[src/rtl/commit_scheduler.sv]
// commit_scheduler: timestamps committed trigger patterns, queues them in a
// small first-word-fall-through FIFO for the readout side, and runs a
// holdoff FSM that vetoes the trigger logic while dead or full.
//
// state      | meaning
// -----------+---------------------------------------------------------
// DISARMED   | enable low; commits ignored and not counted, busy high
// ARMED      | accepting one commit, busy low
// DEAD       | holdoff running after an accepted commit, busy high
// FULL       | FIFO full after holdoff, busy high until a pop frees room
module commit_scheduler #(
    parameter int WIDTH    = 24,
    parameter int TS_WIDTH = 16,
    parameter int DEPTH    = 4,
    parameter int HOLDOFF  = 8
) (
    input  logic                      pll_clk,
    input  logic                      reset,
    input  logic                      enable,
    input  logic                      commit_valid,
    input  logic [WIDTH-1:0]          commit_data,
    output logic                      busy,
    output logic                      rd_valid,
    input  logic                      rd_ready,
    output logic [TS_WIDTH+WIDTH-1:0] rd_data,
    output logic                      irq,
    output logic [$clog2(DEPTH):0]    count,
    output logic [7:0]                dropped,
    input  logic                      clr_dropped
);

    localparam int AW = $clog2(DEPTH);
    localparam int CW = AW + 1;
    localparam logic [CW-1:0] DEPTH_C   = CW'(DEPTH);
    localparam logic [7:0]    HOLDOFF_C = 8'(HOLDOFF);

    typedef enum logic [1:0] {
        S_DISARMED = 2'd0,
        S_ARMED    = 2'd1,
        S_DEAD     = 2'd2,
        S_FULL     = 2'd3
    } state_t;

    state_t                      state;
    state_t                      state_next;
    logic [TS_WIDTH-1:0]         ts;
    logic [7:0]                  holdoff_cnt;
    logic [TS_WIDTH+WIDTH-1:0]   mem [DEPTH];
    logic [AW-1:0]               wr_ptr;
    logic [AW-1:0]               rd_ptr;
    logic [CW-1:0]               count_q;
    logic [CW-1:0]               count_next;
    logic                        rd_valid_q;
    logic                        pop;
    logic                        room;
    logic                        push;
    logic                        drop;

    // A pop in the same cycle frees the slot a full FIFO needs for a push.
    assign pop  = rd_valid_q & rd_ready;
    assign room = (count_q < DEPTH_C) | pop;
    assign push = commit_valid & (state == S_ARMED) & room;
    assign drop = commit_valid & (state != S_DISARMED) & ~push;

    assign rd_valid = rd_valid_q;
    assign irq      = rd_valid_q;
    assign count    = count_q;
    assign rd_data  = mem[rd_ptr];

    // Occupancy after this cycle's push/pop; push+pop leaves it unchanged.
    always_comb begin
        count_next = count_q;
        if (push && !pop)
            count_next = count_q + 1'b1;
        else if (pop && !push)
            count_next = count_q - 1'b1;
    end

    // State register.
    always_ff @(posedge pll_clk or posedge reset) begin
        if (reset)
            state <= S_DISARMED;
        else
            state <= state_next;
    end

    // Next-state logic; dropping enable wins from any state.
    always_comb begin
        state_next = state;
        if (!enable) begin
            state_next = S_DISARMED;
        end else begin
            case (state)
                S_DISARMED: state_next = S_ARMED;
                S_ARMED:    if (push) state_next = S_DEAD;
                S_DEAD:     if (holdoff_cnt == 8'd1)
                                state_next = (count_next == DEPTH_C) ? S_FULL : S_ARMED;
                S_FULL:     if (pop) state_next = S_ARMED;
                default:    state_next = S_DISARMED;
            endcase
        end
    end

    // Veto output: only an armed scheduler lets triggers through.
    always_comb begin
        busy = 1'b1;
        if (state == S_ARMED)
            busy = 1'b0;
    end

    // Holdoff down-counter, loaded on every accepted commit.
    always_ff @(posedge pll_clk or posedge reset) begin
        if (reset)
            holdoff_cnt <= 8'd0;
        else if (push)
            holdoff_cnt <= HOLDOFF_C;
        else if (state == S_DEAD && holdoff_cnt != 8'd0)
            holdoff_cnt <= holdoff_cnt - 8'd1;
    end

    // Free-running timestamp.
    always_ff @(posedge pll_clk or posedge reset) begin
        if (reset)
            ts <= '0;
        else
            ts <= ts + 1'b1;
    end

    // FIFO storage, pointers and registered occupancy/valid.
    always_ff @(posedge pll_clk or posedge reset) begin
        if (reset) begin
            for (int i = 0; i < DEPTH; i++)
                mem[i] <= '0;
            wr_ptr     <= '0;
            rd_ptr     <= '0;
            count_q    <= '0;
            rd_valid_q <= 1'b0;
        end else begin
            if (push) begin
                mem[wr_ptr] <= {ts, commit_data};
                wr_ptr      <= wr_ptr + 1'b1;
            end
            if (pop)
                rd_ptr <= rd_ptr + 1'b1;
            count_q    <= count_next;
            rd_valid_q <= (count_next != '0);
        end
    end

    // Saturating lost-commit counter; a drop in the clear cycle still counts.
    always_ff @(posedge pll_clk or posedge reset) begin
        if (reset)
            dropped <= 8'd0;
        else if (clr_dropped)
            dropped <= drop ? 8'd1 : 8'd0;
        else if (drop && dropped != 8'hFF)
            dropped <= dropped + 8'd1;
    end

endmodule

[config.mk]
export PLATFORM = sky130hd
export DESIGN_NAME = commit_scheduler
export DESIGN_NICKNAME = d
export VERILOG_FILES = /design/src/rtl/commit_scheduler.sv
export SDC_FILE = /design/constraint.sdc
export NUM_CORES = 1
export LEC_CHECK = 0
export CORE_ASPECT_RATIO = 0.6
export CORE_MARGIN = 5
export CORE_UTILIZATION = 35
export CTS_CLUSTER_DIAMETER = 60
export CTS_CLUSTER_SIZE = 14
export DETAILED_ROUTE_END_ITERATION = 6
export HOLD_SLACK_MARGIN = 0.1
export PLACE_DENSITY = 0.57
export SKIP_CTS_REPAIR_TIMING = 1
export SLEW_MARGIN = 40
export SYNTH_ARGS = -nofsm -noshare
export SYNTH_HDL_FRONTEND = slang
export SYNTH_SLANG_ARGS = --single-unit
[constraint.sdc]
create_clock -name pll_clk -period 6.5 [get_ports pll_clk]
set_input_delay 1.3 -clock pll_clk [delete_from_list [all_inputs] [get_ports pll_clk]]
set_output_delay 1.3 -clock pll_clk [all_outputs]
set_load 0.05 [all_outputs]
==> results.yml <==
status:
  outcome: "complete, no violations"
detailed_routing:
  drc: 0
  detailedRoute.firstPassIterationCount: 4
  num_vias: 5282
  postRouteWirelength_um: 19700
  initialDrtViolationCount: 258
  detail_route.vias_per_cell: 5.06
  wl_per_cell_um: 18.8
  route.antenna.remaining_nets: 0
placed_design:
  place.gp.congestion: 0.842
  detailed_placement_hpwl_um: 13100
  port_buffers: 83
  pre_cts_slack_ns: 2.69
worst_hold_path:
  tightest_hold_check_type: "reg2reg"
  worstHoldStart: "mem[104]$_DFFE_PP0P_"
  count_of_cells_along_the_worst_hold_path: 2
  min_delay_worst_endpoint: "mem[104]$_DFFE_PP0P_"
layout:
  area.growth.synth_to_final_pct: 19.3
  diodes: 0
  final_layout_size_suffix_gt1_share_pct: 35.1
  utilization_pct: 42.5
  final_nets: 736
critical_path:
  rr_endpoint: "mem[29]$_DFFE_PP0P_"
  worst_path_max_delay_cell: "sky130_fd_sc_hd__clkdlybuf4s50_1"
  critical_path.max_fanout: 24
  critPathTopFamily: "buffers and inverters"
  path_class: "reg2out"
  endpoint_kind: "output pin"
  reg2reg_from: "state[1]$_DFFE_PP0P_"
  critical_path.cell_chain: "buf_4 > mux4_2 > clkdlybuf4s50_1"
  cp-start-kind: "flip-flop"
  worst_r2r_path_depth: 8
  crit_arrival_ns: 2.86
  timing.critical_path.buf_inv: 2
  regToRegSetupSlack_ns: 3.84
  max_stage_delay_ns: 0.73
  critical_path_required_ns: 5.20
floorplanning:
  floorplan.core_area_um2: 25400
  die_width_um: 218
  die-area_um2: 29300
  floorplan.io_pins: 84
  die_y_um: 135
  floorplan.rows: 45
  floorplan.initialDensity_pct: 35.6
logic_synthesis:
  post_synth_inst_count: 609
  synth-main-ff-cell: "sky130_fd_sc_hd__dfrtp_1"
  asyncSetResetFlopFracSynth_pct: 100
  synth.ff_latch_count: 202
  postSynthNetCount: 655
  avgSynthCellArea_um2: 14.9
  ys.warnings.count: 0
  netlist.area_leader.share_pct: 55.9
  seq_area_frac_synth_pct: 55.9
  synth_largest_area_cell: "sky130_fd_sc_hd__dfrtp_1"
  netlist_area_um2: 9050
  synth_cell_types: 45
  dominant_cells_by_area_after_synthesis: "sky130_fd_sc_hd__dfrtp_1 (56%), sky130_fd_sc_hd__mux2_2 (20%), sky130_fd_sc_hd__mux4_2 (10%), sky130_fd_sc_hd__ha_1 (2.2%), sky130_fd_sc_hd__xnor2_1 (2.0%)"
  synth-edff-count: 0
cts:
  clock_insertion_delay_worst_skew_ns: 0.49
  cts.root.buffer_cell: "sky130_fd_sc_hd__clkbuf_16"
  tritoncts_num_sinks: 202
  cts_htree_levels: 1
  clock_buffers_created_by_tritoncts: 18
  max-clock-path-buffers: 3
  path_clk_slew_ns: 0.08
  cts_tree: "done"
sta:
  worst_slack_ns: 2.34
  rsz_0062_raised_after_global_routing: "no"
  final_min_period_over_clock_period_pct: 64.0
  min_cycle_time_layout_ns: 4.16
  fin_tns_setup_ns: 0
  fmax_ghz: 0.240
  worst_slew_pin_slew_ns: 0.685
  setup_viol: 0
  timing.final.max_slew_violations: 0
  timing_hold_violations_final: 0
  fin_worst_hold_slack_ns: 0.487
  relSlewSlack_pct: 54.3
  skew_final_ns: 0.0160
power:
  power_density_nw_per_um2: 482
  power.static_leakage_nw: 4.76
  design_power_mw: 5.21
  worst_ir_drop_vdd_mv: 0.450
global_routing:
  grt-ovfl-total: 0
  vias_in_the_first_global_route: 6025
  global_route_wire_length_before_repair_um: 33100
  grt_use_total_pct: 13.9
  maximum_number_of_pins_on_one_net_before_global_route_repair: 69
  initial_antenna_violation_count: 0
flow_run:
  timing.max_cap.violations: 0
## synth_stat cells, types with 2 or more instances
cell type                    n
sky130_fd_sc_hd__xor2_1      6
sky130_fd_sc_hd__o211ai_1    2
sky130_fd_sc_hd__nor3_1      4
sky130_fd_sc_hd__o21ai_0    10
sky130_fd_sc_hd__xnor2_1    21
sky130_fd_sc_hd__nand2_1    25
sky130_fd_sc_hd__mux2i_1     2
sky130_fd_sc_hd__ha_1       16
sky130_fd_sc_hd__nor2_1     16
sky130_fd_sc_hd__buf_1       4
sky130_fd_sc_hd__dfrtp_1   202
sky130_fd_sc_hd__and3_1      5
sky130_fd_sc_hd__and4_1      3
sky130_fd_sc_hd__and2_1      4
sky130_fd_sc_hd__buf_2      20
sky130_fd_sc_hd__mux2_2    157
sky130_fd_sc_hd__o31ai_1     2
sky130_fd_sc_hd__inv_1      14
sky130_fd_sc_hd__nand3_1    14
sky130_fd_sc_hd__clkbuf_1    7
sky130_fd_sc_hd__mux4_2     40
sky130_fd_sc_hd__nand4_1     4
sky130_fd_sc_hd__a21oi_1     9
## metal layers
layer  GRT usage [%]  routed length (µm)
met1            19.6                9300
met2            22.9                9300
met3            2.44                 667
met4            2.63                 388
met5               0                   0
## cells by family after synthesis
| kind of cell | count (synthesis) | synth area share [%] |
|---|---|---|
| flops | 202 | 55.9 |
| mux | 199 | 29.7 |
| simple gates | 85 | 4.87 |
| buf+inv | 48 | 2.43 |
| compound gates | 32 | 2.30 |
| xor+xnor | 27 | 2.61 |
| fa+ha+maj | 16 | 2.21 |
## worst max path at each step
stage,from,end,cells after the start
floorplan,reset,count[0]$_DFF_PP0_,1
global placement,rd_ptr[0]$_DFFE_PP0P_,rd_data[7],2
detailed placement,rd_ready,mem[30]$_DFFE_PP0P_,7
CTS,rd_ptr[1]$_DFFE_PP0P_,rd_data[0],3
global route,rd_ptr[0]$_DFFE_PP0P_,rd_data[37],4
finish,rd_ptr[1]$_DFFE_PP0P_,rd_data[7],3
## tightest hold or removal path, cell delays in order, from the launching register on
cell and delay [ns]:
sky130_fd_sc_hd__dfrtp_1 0.34, sky130_fd_sc_hd__nand2_1 0.05, sky130_fd_sc_hd__o21ai_0 0.06
## state kept, by name, summed over array words and instances, names as in the netlist
name         cells
state            2
ts              16
dropped          8
wr_ptr           2
mem            160
count            3
holdoff_cnt      8
rd_ptr           2
irq              1
## cell usage in the layout (no fill, tap or decap), drive strengths merged, types with 2 or more instances in the layout
master,count
a21oi,9
a221o,2
a31oi,2
and2,4
and3,5
and4,3
buf,12
clkbuf,21
clkdlybuf4s50,83
dfrtp,202
ha,16
inv,14
mux2,157
mux2i,2
mux4,40
nand2,25
nand3,14
nand4,4
nor2,16
nor3,4
nor4,2
o211ai,2
o21ai,10
o31ai,2
or3,2
xnor2,21
xor2,6
## per-stage QoR
stage	area, µm²	instances
2_1_floorplan	9050	609
3_3_place_gp	10200	1019
3_5_place_dp	10300	1022
4_1_cts	10800	1044
5_1_grt	10800	1044
6_report	10800	1044
## cell type report
class / instances / area, µm²
Clock buffer: 21 / 483
Fill cell: 2275 / 14600
Inverter: 14 / 56.3
Multi-Input combinational cell: 359 / 3780
Tap cell: 352 / 440
Sequential cell: 202 / 5060
Timing Repair Buffer: 95 / 966
Clock inverter: 1 / 8.76
## power breakdown
part	total (mW)	switching [mW]	internal, mW
Sequential	1.93	0.271	1.66
Clock	0.974	0.451	0.523
Combinational	2.30	1.27	1.03
Power figures use the tool's default switching activity.
